--- config.mk ---
export PLATFORM = sky130hd
export DESIGN_NAME = memory_arbiter
export DESIGN_NICKNAME = d
export VERILOG_FILES = /design/src/rtl/memory_arbiter_pkg.sv /design/src/rtl/rr_arbiter2.sv /design/src/rtl/memory_arbiter.sv
export SDC_FILE = /design/constraint.sdc
export NUM_CORES = 1
export LEC_CHECK = 0
export CORE_ASPECT_RATIO = 0.5
export CORE_MARGIN = 5
export CORE_UTILIZATION = 21
export CTS_CLUSTER_DIAMETER = 60
export CTS_CLUSTER_SIZE = 12
export DETAILED_ROUTE_END_ITERATION = 8
export PLACE_DENSITY = 0.88
export SLEW_MARGIN = 15
export SYNTH_ARGS = -nofsm -noshare
export SYNTH_HDL_FRONTEND = slang
export SYNTH_HIERARCHICAL = 1
export SYNTH_SLANG_ARGS = --single-unit
--- constraint.sdc ---
create_clock -name clk -period 1.8 [get_ports clk]
set_input_delay 0.36 -clock clk [delete_from_list [all_inputs] [get_ports clk]]
set_output_delay 0.36 -clock clk [all_outputs]
set_load 0.01 [all_outputs]
--- src/rtl/memory_arbiter_pkg.sv ---
// Shared types and constants for the two-requester memory arbiter.
package memory_arbiter_pkg;

  // Arbiter control states.
  typedef enum logic [1:0] {
    IDLE  = 2'd0,
    BUSY  = 2'd1,
    DRAIN = 2'd2
  } state_e;

  // Requester identity; also the bit index into the request/grant vectors.
  typedef enum logic {
    CORE = 1'b0,
    DMA  = 1'b1
  } requester_e;

  // Memory command encoding, shared with the memory controller.
  localparam logic MEM_READ  = 1'b0;
  localparam logic MEM_WRITE = 1'b1;

endpackage

--- src/rtl/rr_arbiter2.sv ---
// Two-way round-robin grant: a lone request always wins, a tie goes to the
// requester that was not granted last. Purely combinational.
module rr_arbiter2
  import memory_arbiter_pkg::*;
(
  input  logic [1:0] req,
  input  logic       last_grant,
  output logic [1:0] grant
);

  // One-hot grant from the request pair and the previous winner.
  always_comb begin
    grant = 2'b00;
    case (req)
      2'b01: grant = 2'b01;
      2'b10: grant = 2'b10;
      2'b11: begin
        if (last_grant == DMA) begin
          grant = 2'b01;
        end else begin
          grant = 2'b10;
        end
      end
      default: grant = 2'b00;
    endcase
  end

endmodule

--- src/rtl/memory_arbiter.sv ---
// Shares one memory port between the core and a DMA/debug master. One
// transaction outstanding at a time, round-robin on ties, and a watchdog that
// ends a transaction with an error if memory never completes it. Ready never
// looks at enable, so requesters may derive enable from ready.
module memory_arbiter
  import memory_arbiter_pkg::*;
#(
  parameter int ADDR_WIDTH     = 32,
  parameter int DATA_WIDTH     = 32,
  parameter int TIMEOUT_CYCLES = 255,
  parameter int COUNT_WIDTH    = 8
) (
  input  logic                    clk,
  input  logic                    reset_n,
  input  logic                    core_req,
  input  logic                    core_enable,
  input  logic                    core_command,
  input  logic [ADDR_WIDTH-1:0]   core_address,
  input  logic [DATA_WIDTH-1:0]   core_write_data,
  input  logic [DATA_WIDTH/8-1:0] core_write_mask,
  output logic                    core_ready,
  output logic                    core_valid,
  output logic                    core_error,
  input  logic                    dma_req,
  input  logic                    dma_enable,
  input  logic                    dma_command,
  input  logic [ADDR_WIDTH-1:0]   dma_address,
  input  logic [DATA_WIDTH-1:0]   dma_write_data,
  input  logic [DATA_WIDTH/8-1:0] dma_write_mask,
  output logic                    dma_ready,
  output logic                    dma_valid,
  output logic                    dma_error,
  output logic [DATA_WIDTH-1:0]   read_data,
  input  logic                    mem_ready,
  output logic                    mem_enable,
  output logic                    mem_command,
  output logic [ADDR_WIDTH-1:0]   mem_address,
  output logic [DATA_WIDTH-1:0]   mem_write_data,
  output logic [DATA_WIDTH/8-1:0] mem_write_mask,
  input  logic                    mem_valid,
  input  logic [DATA_WIDTH-1:0]   mem_read_data
);

  localparam int                     MASK_WIDTH = DATA_WIDTH / 8;
  localparam bit                     WD_ON      = (TIMEOUT_CYCLES != 0);
  localparam logic [COUNT_WIDTH-1:0] WD_LAST    = COUNT_WIDTH'(TIMEOUT_CYCLES - 1);
  localparam logic [COUNT_WIDTH-1:0] WD_MAX     = {COUNT_WIDTH{1'b1}};
  localparam logic [COUNT_WIDTH-1:0] WD_ONE     = COUNT_WIDTH'(1);

  state_e                 state_r, state_nxt_s;
  requester_e             owner_r, owner_nxt_s;
  requester_e             last_grant_r, last_grant_nxt_s;
  logic [COUNT_WIDTH-1:0] wd_count_r, wd_count_nxt_s;

  logic [1:0] req_s;
  logic [1:0] grant_raw_s;
  logic [1:0] grant_s;
  logic       core_ready_s, dma_ready_s;
  logic       accept_core_s, accept_dma_s, accept_s;
  logic       done_s, timeout_s;
  logic       core_valid_s, dma_valid_s, core_error_s, dma_error_s;

  assign req_s = {dma_req, core_req};

  rr_arbiter2 u_rr (
    .req        (req_s),
    .last_grant (last_grant_r),
    .grant      (grant_raw_s)
  );

  // Per-cycle decode: who may transfer, who transfers, and how a busy
  // transaction ends. A real completion beats a timeout on the same cycle.
  always_comb begin
    grant_s       = (state_r == IDLE) ? grant_raw_s : 2'b00;
    core_ready_s  = grant_s[CORE] & mem_ready;
    dma_ready_s   = grant_s[DMA]  & mem_ready;
    accept_core_s = core_ready_s & core_enable;
    accept_dma_s  = dma_ready_s  & dma_enable;
    accept_s      = accept_core_s | accept_dma_s;
    done_s        = (state_r == BUSY) & mem_valid;
    timeout_s     = WD_ON & (state_r == BUSY) & ~mem_valid & (wd_count_r == WD_LAST);
    core_valid_s  = (done_s | timeout_s) & (owner_r == CORE);
    dma_valid_s   = (done_s | timeout_s) & (owner_r == DMA);
    core_error_s  = timeout_s & (owner_r == CORE);
    dma_error_s   = timeout_s & (owner_r == DMA);
  end

  // Next-state logic for the control FSM, owner tracking and watchdog.
  always_comb begin
    state_nxt_s      = state_r;
    owner_nxt_s      = owner_r;
    last_grant_nxt_s = last_grant_r;
    wd_count_nxt_s   = wd_count_r;
    case (state_r)
      IDLE: begin
        if (accept_s) begin
          state_nxt_s      = BUSY;
          owner_nxt_s      = accept_dma_s ? DMA : CORE;
          last_grant_nxt_s = accept_dma_s ? DMA : CORE;
          wd_count_nxt_s   = {COUNT_WIDTH{1'b0}};
        end else begin
          state_nxt_s = IDLE;
        end
      end
      BUSY: begin
        if (wd_count_r != WD_MAX) begin
          wd_count_nxt_s = wd_count_r + WD_ONE;
        end else begin
          wd_count_nxt_s = wd_count_r;
        end
        if (mem_valid) begin
          state_nxt_s = IDLE;
        end else if (timeout_s) begin
          state_nxt_s = DRAIN;
        end else begin
          state_nxt_s = BUSY;
        end
      end
      DRAIN: begin
        // The abandoned transaction's completion is swallowed here.
        if (mem_valid) begin
          state_nxt_s = IDLE;
        end else begin
          state_nxt_s = DRAIN;
        end
      end
      default: state_nxt_s = IDLE;
    endcase
  end

  // State register; reset leaves the core as winner of the first tie.
  always_ff @(posedge clk or negedge reset_n) begin
    if (!reset_n) begin
      state_r      <= IDLE;
      owner_r      <= CORE;
      last_grant_r <= DMA;
      wd_count_r   <= {COUNT_WIDTH{1'b0}};
    end else begin
      state_r      <= state_nxt_s;
      owner_r      <= owner_nxt_s;
      last_grant_r <= last_grant_nxt_s;
      wd_count_r   <= wd_count_nxt_s;
    end
  end

  // Output drive: everything is held at zero while reset is asserted; the
  // memory command fields follow the granted requester, else the core.
  always_comb begin
    core_ready     = 1'b0;
    core_valid     = 1'b0;
    core_error     = 1'b0;
    dma_ready      = 1'b0;
    dma_valid      = 1'b0;
    dma_error      = 1'b0;
    read_data      = {DATA_WIDTH{1'b0}};
    mem_enable     = 1'b0;
    mem_command    = MEM_READ;
    mem_address    = {ADDR_WIDTH{1'b0}};
    mem_write_data = {DATA_WIDTH{1'b0}};
    mem_write_mask = {MASK_WIDTH{1'b0}};
    if (reset_n) begin
      core_ready = core_ready_s;
      core_valid = core_valid_s;
      core_error = core_error_s;
      dma_ready  = dma_ready_s;
      dma_valid  = dma_valid_s;
      dma_error  = dma_error_s;
      read_data  = mem_read_data;
      mem_enable = accept_s;
      if (grant_s[DMA]) begin
        mem_command    = dma_command;
        mem_address    = dma_address;
        mem_write_data = dma_write_data;
        mem_write_mask = dma_write_mask;
      end else begin
        mem_command    = core_command;
        mem_address    = core_address;
        mem_write_data = core_write_data;
        mem_write_mask = core_write_mask;
      end
    end else begin
      mem_enable = 1'b0;
    end
  end

endmodule

==> results of run 1 <==
[cell usage after synthesis (5+ instances only)]
library cell	n
sky130_fd_sc_hd__a21oi_1	71
sky130_fd_sc_hd__and2_1	33
sky130_fd_sc_hd__buf_2	9
sky130_fd_sc_hd__clkbuf_1	16
sky130_fd_sc_hd__dfrtp_1	11
sky130_fd_sc_hd__nand2_1	145
sky130_fd_sc_hd__nand3_1	5
sky130_fd_sc_hd__nor2_1	10
[flip-flops by register name (all words and copies together), names as in the netlist]
name / cells
state_r: 2
wd_count_r: 8
last_grant_r: 1
owner_r: 1
[worst reg2reg max path, delay by kind of cell (launching register included)]
family	cells	cell delay, ps
compound gates	3	630
buf+inv	4	370
flops	1	540
simple gates	2	250
[worst paths after layout]
check                                 endpoint  slack (ps)
worst max-delay path            mem_address[1]        -290
worst max register to register   wd_count_r[6]        -110
min in group clk                 wd_count_r[7]         530
max in group asynchronous        wd_count_r[2]        1180
worst min-delay path                state_r[0]         320
worst min register to register   wd_count_r[7]         530
[cells by family (layout without fill, tap and decap cells)]
family,after synthesis,count (layout),synth area share
flops,12,12,0.158
fa+ha+maj,2,2,0.0131
buf+inv,31,360,0.0726
simple gates,207,207,0.477
compound gates,91,91,0.275
xor+xnor,1,1,0.00458
[cell type report]
| cell class | instances | share of cell area |
|---|---|---|
| Timing Repair Buffer | 353 | 0.567 |
| Multi-Input combinational cell | 301 | 0.340 |
| Sequential cell | 12 | 0.0511 |
| Tap cell | 117 | 0.0248 |
| Clock buffer | 4 | 0.0151 |
| Inverter | 3 | 0.00191 |
[metal layers]
layer	up-vias	track usage
li1	1794	-
met1	1769	0.252
met2	126	0.412
met3	30	0.0384
met4	0	0.0423
met5	-	0
[power by group through the flow]
| stage | Combinational, mW | Clock [mW] | Sequential (mW) |
|---|---|---|---|
| after detailed placement | 1.84 | 0 | 0.371 |
| final | 2.43 | 0.459 | 0.375 |
| after global routing | 2.57 | 0.482 | 0.379 |
| after global placement | 1.81 | 0 | 0.368 |
| after CTS | 1.93 | 0.464 | 0.372 |
| after floorplan | 0.710 | 0 | 0.390 |
[timing repair]
action                     4_1_cts  5_1_grt
setup endpoints to repair      113       80
pin swaps                       12       80
gates resized for setup        380      143
buffers inserted                15       13
cloned                           5        5
[per-stage QoR]
step | worst slack (ps) | instance area [µm²] | hold WS (ps) | utilization | power (mW)
final | -295 | 5900 | 325 | 0.670 | 3.26
after global routing | -382 | 5900 | 345 | 0.670 | 3.43
after CTS | -260 | 5230 | 311 | 0.594 | 2.77
after detailed placement | -1080 | 5100 | 498 | 0.580 | 2.21
after global placement | -1020 | 5100 | 500 | 0.580 | 2.18
after floorplan | 44.8 | 1910 | 64.4 | - | 1.10
==> impl_summary.log, run 1 <==
INFO  metric drt.antenna.violating_nets = 0
INFO  metric multi_input_comb_area = 2000 µm²
INFO  metric synth_top_area_cell = sky130_fd_sc_hd__nand2_1
INFO  metric cts_tree = built
INFO  metric first_pass_grt_wire_length = 19900 µm
INFO  metric worst_ep_required_time = 1440 ps
INFO  metric met1Wirelength = 5640 µm
INFO  metric timing.critical_path.from_type = flop
INFO  metric timing.critical_path.to_type = primary output
INFO  metric detailroute.wirelength.met3 = 637 µm
INFO  metric area_growth_syn_to_layout = 208%
INFO  metric number_of_flops_mapped_to_enable_cells_by_yosys = 0
INFO  metric switching_portion_of_total_power = 0.388
INFO  metric maxUsedRoutingLayer = met4
INFO  metric max-vdd-ir-drop = 0.000357 V
INFO  metric cp_num_buf_inv = 4
INFO  metric average_footprint_of_a_synthesized_cell = 5.56 µm²
INFO  metric timing.setup.tns = -15400 ps
INFO  metric placed_cells_incl_taps = 750
INFO  metric r2r_cells = 9
INFO  metric run_status = finished, violations left
INFO  metric critPathArrivalTime = 1730 ps
INFO  metric die_h = 77.5 µm
INFO  metric path_max_fanout = 7
INFO  metric cp_slowest_stage_delay = 540 ps
INFO  metric wirelength = 14600 µm
INFO  metric initial_core_util = 0.217
INFO  metric synth.ff_latch_count = 12
INFO  metric grt_remaining_overflow = 0
INFO  metric num-nets-final = 854
INFO  metric rsz_0062_raised_after_global_routing = yes
INFO  metric die_area = 11200 µm²
INFO  metric netlist_area_pre_place = 1910 µm²
INFO  metric timing.clock.skew = 2.93 ps
INFO  metric power.sequential.fraction = 0.115
INFO  metric postSynth.topFlopCell = sky130_fd_sc_hd__dfrtp_1
INFO  metric detail_route.first_pass.iterations = 5
INFO  metric power.internal = 2.00 mW
INFO  metric switching_power = 1.27 mW
INFO  metric synth-seq-area-share = 0.158
INFO  metric cts_htree_levels = 1
INFO  metric cpLargestDelayFamily = buffers and inverters
INFO  metric vias_per_cell = 4.71
INFO  metric yosysTopAreaCellShare = 0.285
INFO  metric largest_net_degree_at_the_start_of_global_routing = 39
INFO  metric core = 8800 µm²
INFO  metric hpwl = 9950 µm
INFO  metric tritoncts_num_sinks = 12
INFO  metric worst-path-stages = 8
INFO  metric worstHoldPathType = in -> async
INFO  metric crit_path_start = last_grant_r
INFO  metric cts_made_buffers = 3
INFO  metric setup_viol_count_final = 81
INFO  metric floorplan.rows = 24
INFO  metric buffer_ports.inserted = 285
INFO  metric clock_latency_late_sink = 240 ps
INFO  metric gp_congestion = 0.924
INFO  metric cellPowerDensity = 553 nW/µm²
INFO  metric synthArstFlopShare = 1.00
INFO  metric cts_hold_buf = 0
INFO  metric top_library_cells_by_usage_in_the_layout_fill_and_taps_aside = 174 x sky130_fd_sc_hd__clkdlybuf4s50_1, 93 x sky130_fd_sc_hd__nand2_1, 72 x sky130_fd_sc_hd__buf_2
INFO  metric synth_cell_type_count = 40
INFO  metric n_antenna_cell = 0
INFO  metric post-route-drc-count = 0
INFO  metric maxSlewHeadroom = 0.815
INFO  metric power_frac_comb = 0.744
INFO  metric fillerInstances = 679
INFO  metric drt-initial-drc-count = 276
INFO  metric final_critical_path_setup_slack = -295 ps
INFO  metric track_usage = 0.215
INFO  metric final_min_period_over_clock_period = 1.16
INFO  metric drv_cap = 0
INFO  metric power.share.clock = 0.141
INFO  metric achievable_frequency = 477 MHz
INFO  metric post_layout_nonfiller_instances = 790
INFO  metric drive_above_1_share = 0.398
INFO  metric finalMaxSlewViolations = 0
INFO  metric timing.critical_path.cells = a21boi_2 > buf_6 > nand2_8 > buf_4 > clkbuf_16 > nand2_1 > a21oi_1 > buf_2
INFO  metric worst-slew-pin-transition = 275 ps
INFO  metric layout.cells.most_common = sky130_fd_sc_hd__clkdlybuf4s50_1
INFO  metric clock_tree.buffer_depth = 2
INFO  metric leakagePower = 2.81 nW
INFO  metric synthesis.instances = 344
INFO  metric worst_setup_hold_path_clk_slew = 40 ps
INFO  metric final-hold-violation-count = 0
INFO  metric count_of_yosys_warnings_during_synthesis = 6
INFO  metric grt_pass1_vias = 3540
INFO  metric design.portCount = 286
INFO  metric synth_nets = 524
INFO  metric finalWorstPathRequiredPeriod = 2090 ps
INFO  metric antenna_found_initial = 0
INFO  metric synth.area.top_cells = sky130_fd_sc_hd__nand2_1 28%, sky130_fd_sc_hd__a21oi_1 19%, sky130_fd_sc_hd__dfrtp_1 14%
INFO  metric regArea = 302 µm²
INFO  metric die_w = 145 µm
INFO  metric wl_per_cell = 18.5 µm
INFO  metric worst_r2r_start = last_grant_r
INFO  metric crit_slowest_cell = sky130_fd_sc_hd__dfstp_2
INFO  metric root_buffer = sky130_fd_sc_hd__clkbuf_16
INFO  metric violations = setup timing
INFO  metric num_vias = 3719
INFO  metric critPathKind = reg -> out
INFO  metric wl_met2 = 8030 µm
(Power assumes the default switching activity.)
==> run 2, diff against run 1 <==
--- a/config.mk
+++ b/config.mk
@@ -12,6 +12,7 @@
 export CTS_CLUSTER_SIZE = 12
 export DETAILED_ROUTE_END_ITERATION = 8
 export PLACE_DENSITY = 0.88
+export SKIP_LAST_GASP = 1
 export SLEW_MARGIN = 15
 export SYNTH_ARGS = -nofsm -noshare
 export SYNTH_HDL_FRONTEND = slang
==> run 2 against run 1 <==
- the flow still finishes with violations (setup timing)
- clock power grew 2%
- cell area is 1.5% lower
- non-clock buffer count shrank 8
- register-to-register slack improved by 100 ps
- maximum frequency up 1.8%
- critical path type unchanged
- largest cell class unchanged
==> impl_summary.log, run 2 (synthesized netlist as in run 1, its figures left out) <==
INFO  metric postLayoutCoreUtil = 0.660 (-0.00981)
INFO  metric finalMaxSlewViolations = 0 (unchanged)
INFO  metric detailedPlace.worstSlack = -1080 ps (unchanged)
INFO  metric fin_area = 5810 µm² (-1.5%)
INFO  metric achievable_frequency = 486 MHz (+1.8%)
INFO  metric worst-slew-pin-transition = 344 ps (+69.5 ps)
INFO  metric num-nets-final = 847 (-0.82%)
INFO  metric rsz_0062_raised_after_global_routing = yes
INFO  metric top_regs = wd_count_r x8, state_r x2
INFO  metric num_vias = 3752 (+0.89%)
INFO  metric drive_above_1_share = 0.380 (-0.0183)
INFO  metric root_buffer = sky130_fd_sc_hd__clkbuf_16
INFO  metric final_critical_path_setup_slack = -257 ps (+37.5 ps)
INFO  metric floorplan.rows = 24 (unchanged)
INFO  metric track_usage = 0.214 (-0.000248)
INFO  metric drv_cap = 0 (unchanged)
INFO  metric grt-busiest-layer = met2
INFO  metric violations = setup timing
INFO  metric initial_core_util = 0.217 (unchanged)
INFO  metric die_h = 77.5 µm (unchanged)
INFO  metric layout.cells.most_common = sky130_fd_sc_hd__clkdlybuf4s50_1
INFO  metric setup_viol_count_final = 75 (-7.4%)
INFO  metric path_max_fanout = 8 (+1)
INFO  metric final_min_period_over_clock_period = 1.14 (-0.0208)
INFO  metric die_w = 145 µm (unchanged)
INFO  metric critPathKind = reg -> out
INFO  metric post-route-drc-count = 0 (unchanged)
INFO  metric crit_path_start = state_r[1]
INFO  metric detail_route.first_pass.iterations = 5 (unchanged)
INFO  metric buffer_ports.inserted = 285 (unchanged)
INFO  metric cts_tree = built
INFO  metric drt.antenna.violating_nets = 0 (unchanged)
INFO  metric max-vdd-ir-drop = 0.000356 V (-0.41%)
INFO  metric globalRouteMet2Util = 0.411 (-0.000919)
INFO  metric critPathArrivalTime = 1700 ps (-30 ps)
INFO  metric first_pass_grt_wire_length = 19700 µm (-0.56%)
INFO  metric n_antenna_cell = 0 (unchanged)
INFO  metric drt-initial-drc-count = 259 (-6.2%)
INFO  metric worst_setup_hold_path_clk_slew = 50 ps (about the same)
INFO  metric grt_remaining_overflow = 0 (unchanged)
INFO  metric timing.critical_path.to_type = primary output
INFO  metric leakagePower = 2.75 nW (-1.8%)
INFO  metric largest_register_ffs = 8 (unchanged)
INFO  metric gr-usage-met1 = 0.250 (-0.00209)
INFO  metric grt_pass1_vias = 3539 (-0.028%)
INFO  metric wirelength = 14700 µm (+0.84%)
INFO  metric worst_r2r_start = last_grant_r
INFO  metric area_growth_syn_to_layout = 204%
INFO  metric vias_per_cell = 4.79 (+1.8%)
INFO  metric cts_made_buffers = 3 (unchanged)
INFO  metric final-hold-violation-count = 0 (unchanged)
INFO  metric fillerInstances = 703 (+3.5%)
INFO  metric design.portCount = 286 (unchanged)
INFO  metric run_status = finished, violations left
INFO  metric die_area = 11200 µm² (unchanged)
INFO  metric tritoncts_num_sinks = 12 (unchanged)
INFO  metric cellPowerDensity = 549 nW/µm² (-0.74%)
INFO  metric clock_latency_late_sink = 250 ps (about the same)
INFO  metric hpwl = 9950 µm (unchanged)
INFO  metric finalWorstPathRequiredPeriod = 2060 ps (-37.5 ps)
INFO  metric antenna_found_initial = 0 (unchanged)
INFO  metric placement.cell_area = 5100 µm² (unchanged)
INFO  metric largest_net_degree_at_the_start_of_global_routing = 39 (unchanged)
INFO  metric timing.clock.skew = 8.09 ps (+5.17 ps)
INFO  metric worstHoldPathType = in -> async
INFO  metric grt_use_met3 = 0.0361 (-0.00233)
INFO  metric cts_htree_levels = 1 (unchanged)
INFO  metric maxSlewHeadroom = 0.768 (-0.0467)
INFO  metric gp_congestion = 0.924 (unchanged)
INFO  metric top_library_cells_by_usage_in_the_layout_fill_and_taps_aside = 174 x sky130_fd_sc_hd__clkdlybuf4s50_1, 101 x sky130_fd_sc_hd__nand2_1, 72 x sky130_fd_sc_hd__buf_2
INFO  metric worst_ep_required_time = 1440 ps (about the same)
INFO  metric cts_hold_buf = 0 (unchanged)
INFO  metric wl_per_cell = 18.8 µm (+1.7%)
INFO  metric core = 8800 µm² (unchanged)
INFO  metric timing.critical_path.from_type = flop
INFO  metric clock_tree.buffer_depth = 2 (unchanged)
INFO  metric regMostFlops = wd_count_r
-- run 2: changes by cell type in the layout (fill, tap and decap cells not counted), moves of 2 or more --
cell	delta
sky130_fd_sc_hd__a21oi_1	-2
sky130_fd_sc_hd__a21oi_2	+2
sky130_fd_sc_hd__buf_12	-2
sky130_fd_sc_hd__buf_4	-3
sky130_fd_sc_hd__buf_6	-5
sky130_fd_sc_hd__nand2_1	+8
sky130_fd_sc_hd__nand2_2	-6
sky130_fd_sc_hd__nand2_4	-2
-- run 2: stage by stage --
| stage | TNS (ps) | hold WS, ps | std cells | total power, mW |
|---|---|---|---|---|
| floorplan | 0 | 64.4 | 344 | 1.10 |
| global placement | -81020 | 500 | 750 | 2.18 |
| detailed placement | -84770 | 498 | 750 | 2.21 |
| CTS | -14330 | 311 | 773 | 2.80 |
| global route | -18350 | 347 | 783 | 3.36 |
| finish | -12860 | 321 | 783 | 3.19 |
-- run 2: worst paths after layout --
check                      cells past startpoint  slack, ps                end
max                                            7       -260  mem_write_data[0]
min                                            3        320         state_r[1]
max reg2reg                                    8        -10      wd_count_r[6]
min reg2reg                                    1        540            owner_r
max in group asynchronous                      3       1170      wd_count_r[2]
min in group clk                               1        540            owner_r
-- run 2: worst max-delay path, stage by stage, from the launching register on --
cell and delay [ps]:
sky130_fd_sc_hd__dfrtp_1 400, sky130_fd_sc_hd__nor2_2 160, sky130_fd_sc_hd__and2_4 210, sky130_fd_sc_hd__buf_6 150, sky130_fd_sc_hd__buf_16 140, sky130_fd_sc_hd__nand2_1 80, sky130_fd_sc_hd__a21oi_2 160, sky130_fd_sc_hd__buf_2 150
-- run 2: what timing repair did --
| item | in CTS | in global routing |
|---|---|---|
| gates cloned | 5 | 7 |
| gates resized for setup | 359 | 145 |
| pin swaps | 12 | 82 |
| setup endpoints to repair | 113 | 80 |
| setup buffers | 15 | 3 |
-- run 2: area by class of cell --
| cell class | instances | area [µm²] | area share |
|---|---|---|---|
| Tap cell | 117 | 146 | 0.0252 |
| Inverter | 3 | 11.3 | 0.00194 |
| Clock buffer | 4 | 88.8 | 0.0153 |
| Sequential cell | 12 | 302 | 0.0519 |
| Multi-Input combinational cell | 302 | 1990 | 0.343 |
| Timing Repair Buffer | 345 | 3270 | 0.562 |
-- run 2: layer usage --
layer	share of wire	vias up
met3	0.052	47
met2	0.54	152
met4	0.033	0
met5	0	-
li1	-	1789
met1	0.38	1764
-- run 2: report_power, final --
part | switching (mW) | internal [mW]
logic | 1.08 | 1.26
clock network | 0.132 | 0.337
registers | 0.0391 | 0.334
total | 1.26 | 1.93
==> run 3, diff against run 2 <==
--- a/config.mk
+++ b/config.mk
@@ -5,15 +5,13 @@
 export SDC_FILE = /design/constraint.sdc
 export NUM_CORES = 1
 export LEC_CHECK = 0
-export CORE_ASPECT_RATIO = 0.5
-export CORE_MARGIN = 5
-export CORE_UTILIZATION = 21
+export CORE_AREA = 5 5 109 111
 export CTS_CLUSTER_DIAMETER = 60
 export CTS_CLUSTER_SIZE = 12
 export DETAILED_ROUTE_END_ITERATION = 8
-export PLACE_DENSITY = 0.88
+export DIE_AREA = 0 0 114 116
+export PLACE_DENSITY = 0.76
 export SKIP_LAST_GASP = 1
-export SLEW_MARGIN = 15
 export SYNTH_ARGS = -nofsm -noshare
 export SYNTH_HDL_FRONTEND = slang
 export SYNTH_HIERARCHICAL = 1
==> constraint.sdc (replaced) <==
create_clock -name clk -period 2.5 [get_ports clk]
set_input_delay 0.5 -clock clk [delete_from_list [all_inputs] [get_ports clk]]
set_output_delay 0.5 -clock clk [all_outputs]
set_load 0.01 [all_outputs]
==> run 3 against run 2 <==
- the run now ends clean
- sequential cell count did not move
- clock skew fell by 5.1 ps
- sequential power fell by 22%
- clock power fell by 60%
- die area rose by 18%
- critical endpoint is now mem_write_data[29]
- largest power group unchanged
- highest routed layer unchanged
==> impl_summary.log, run 3 (synthesized netlist as in run 1, its figures left out) <==
INFO  metric critPathKind = in -> out
INFO  metric drt.antenna.violating_nets = 0 (unchanged)
INFO  metric post-route-drc-count = 0 (unchanged)
INFO  metric die_area = 13200 µm² (+18%)
INFO  metric timing.clock.skew = 2.99 ps (-5.10 ps)
INFO  metric power.internal = 1.10 mW (-43%)
INFO  metric die_h = 116 µm (+50%)
INFO  metric final_critical_path_setup_slack = 61.4 ps (+319 ps)
INFO  metric cts_htree_levels = 1 (unchanged)
INFO  metric cp_num_buf_inv = 4 (+1)
INFO  metric wl_per_cell = 16.6 µm (-12%)
INFO  metric fillerInstances = 1059 (+51%)
INFO  metric final-hold-violation-count = 0 (unchanged)
INFO  metric finalWorstPathRequiredPeriod = 2440 ps
INFO  metric power.sequential.fraction = 0.161 (+0.044)
INFO  metric placed_cells_incl_taps = 754 (+0.53%)
INFO  metric rsz_0062_raised_after_global_routing = no
INFO  metric cpLargestDelayFamily = buffers and inverters
INFO  metric largest_net_degree_at_the_start_of_global_routing = 67 (+72%)
INFO  metric initial_core_util = 0.179 (-0.0386)
INFO  metric cp_slowest_stage_delay = 290 ps (-110 ps)
INFO  metric clock_latency_late_sink = 240 ps (about the same)
INFO  metric cts_tree = built
INFO  metric crit_slowest_cell = sky130_fd_sc_hd__bufbuf_16
INFO  metric clock_tree.buffer_depth = 2 (unchanged)
INFO  metric worstHoldPathType = reg -> reg
INFO  metric core = 10700 µm² (+22%)
INFO  metric path_max_fanout = 8 (unchanged)
INFO  metric switching_portion_of_total_power = 0.395 (+0.00157)
INFO  metric maxSlewHeadroom = 0.803 (+0.0348)
INFO  metric area_growth_syn_to_layout = 168%
INFO  metric num_vias = 3526 (-6.0%)
INFO  metric worst-slew-pin-transition = 295 ps (-49.2 ps)
INFO  metric detail_route.first_pass.iterations = 5 (unchanged)
INFO  metric timing.critical_path.cells = dlygate4sd2_1 > a21boi_2 > buf_4 > nand2_8 > bufbuf_16 > nand2_1 > a21oi_1 > clkdlybuf4s15_1
INFO  metric power_frac_comb = 0.737 (about the same)
INFO  metric max-vdd-ir-drop = 0.000137 V (-62%)
INFO  metric achievable_frequency = 410 MHz
INFO  metric track_usage = 0.177 (-0.0370)
INFO  metric cts_made_buffers = 3 (unchanged)
INFO  metric first_pass_grt_wire_length = 18500 µm (-6.1%)
INFO  metric finalMaxSlewViolations = 0 (unchanged)
INFO  metric post_layout_nonfiller_instances = 773 (-1.3%)
INFO  metric grt_pass1_vias = 3649 (+3.1%)
INFO  metric worst_ep_required_time = 2000 ps (+560 ps)
INFO  metric timing.setup.tns = 0 ps (+12860 ps)
INFO  metric tritoncts_num_sinks = 12 (unchanged)
INFO  metric wirelength = 12900 µm (-13%)
INFO  metric timing.critical_path.to_type = primary output
INFO  metric drv_cap = 0 (unchanged)
INFO  metric grt_remaining_overflow = 0 (unchanged)
INFO  metric drt-initial-drc-count = 227 (-12%)
INFO  metric n_antenna_cell = 0 (unchanged)
INFO  metric design.portCount = 286 (unchanged)
INFO  metric cts_hold_buf = 0 (unchanged)
INFO  metric leakagePower = 2.37 nW (-14%)
INFO  metric top_regs = wd_count_r x8, state_r x2
INFO  metric worst_setup_hold_path_clk_slew = 50 ps (about the same)
INFO  metric floorplan.rows = 38 (+58%)
INFO  metric hpwl = 9270 µm (-6.9%)
INFO  metric num-nets-final = 814 (-3.9%)
INFO  metric antenna_found_initial = 0 (unchanged)
INFO  metric gp_congestion = 0.938 (+1.5%)
INFO  metric layout.cells.most_common = sky130_fd_sc_hd__clkdlybuf4s50_1
INFO  metric regMostFlops = wd_count_r
INFO  metric drive_above_1_share = 0.137 (-0.242)
INFO  metric largest_register_ffs = 8 (unchanged)
INFO  metric die_w = 114 µm (-21%)
INFO  metric run_status = complete, no violations
INFO  metric cellPowerDensity = 355 nW/µm² (-35%)
INFO  metric vias_per_cell = 4.56 (-4.8%)
INFO  metric critPathArrivalTime = 1940 ps (+240 ps)
INFO  metric setup_viol_count_final = 0 (-100%)
INFO  metric root_buffer = sky130_fd_sc_hd__clkbuf_8
INFO  metric timing.critical_path.from_type = input pin
INFO  metric power.share.clock = 0.103 (-0.044)
INFO  metric switching_power = 0.717 mW (-43%)
INFO  metric top_library_cells_by_usage_in_the_layout_fill_and_taps_aside = 207 x sky130_fd_sc_hd__clkdlybuf4s50_1, 143 x sky130_fd_sc_hd__nand2_1, 68 x sky130_fd_sc_hd__a21oi_1
INFO  metric final_min_period_over_clock_period = 0.975
INFO  metric detailedPlace.worstSlack = -609 ps (+467 ps)
INFO  metric buffer_ports.inserted = 285 (unchanged)
INFO  metric postLayoutCoreUtil = 0.478 (-0.182)
[run 3: final timing paths]
check | endpoint | slack, ps | cells after the start | start
min reg2reg | wd_count_r[7] | 520 | 1 | wd_count_r[7]
max | mem_write_data[29] | 60 | 8 | dma_req
min | wd_count_r[7] | 520 | 1 | wd_count_r[7]
max in group asynchronous | last_grant_r | 1510 | 3 | reset_n
max reg2reg | wd_count_r[6] | 620 | 8 | last_grant_r
min in group asynchronous | wd_count_r[4] | 790 | 3 | reset_n
[run 3: per-layer routing]
layer	up-vias	routed length [µm]	part of all wire	GRT usage
met4	0	166	0.013	0.0523
li1	1712	-	-	-
met2	208	6630	0.52	0.340
met3	10	1310	0.10	0.0423
met1	1596	4750	0.37	0.193
met5	-	0	0	0
[run 3: stage by stage]
stage / hold WS [ps] / total power, mW / cell area, µm²
final: 524 / 1.81 / 5120
after global routing: 572 / 1.95 / 5120
after CTS: 519 / 1.86 / 5260
after detailed placement: 508 / 1.51 / 4960
after global placement: 489 / 1.48 / 4960
after floorplan: 204 / 0.792 / 1910
[run 3: cell type report]
class | instances | area, µm² | area share
Tap cell | 140 | 175 | 0.0342
Timing Repair Buffer | 313 | 3070 | 0.600
Inverter | 3 | 11.3 | 0.00220
Clock buffer | 4 | 45.0 | 0.00880
Multi-Input combinational cell | 301 | 1510 | 0.295
Sequential cell | 12 | 302 | 0.0589
[run 3: power by group through the flow]
| stage | Sequential, mW | Clock [mW] | Combinational [mW] |
|---|---|---|---|
| floorplan | 0.281 | 0 | 0.511 |
| global placement | 0.288 | 0 | 1.19 |
| detailed placement | 0.292 | 0 | 1.22 |
| CTS | 0.291 | 0.190 | 1.38 |
| global route | 0.301 | 0.204 | 1.45 |
| finish | 0.291 | 0.186 | 1.34 |
[run 3: timing repair]
item                                    4_1_cts  5_1_grt
buffers inserted                              8        0
cloned                                        8        0
resized for setup                           100       81
endpoints found under the setup margin       73       47
pin swaps                                     4        0
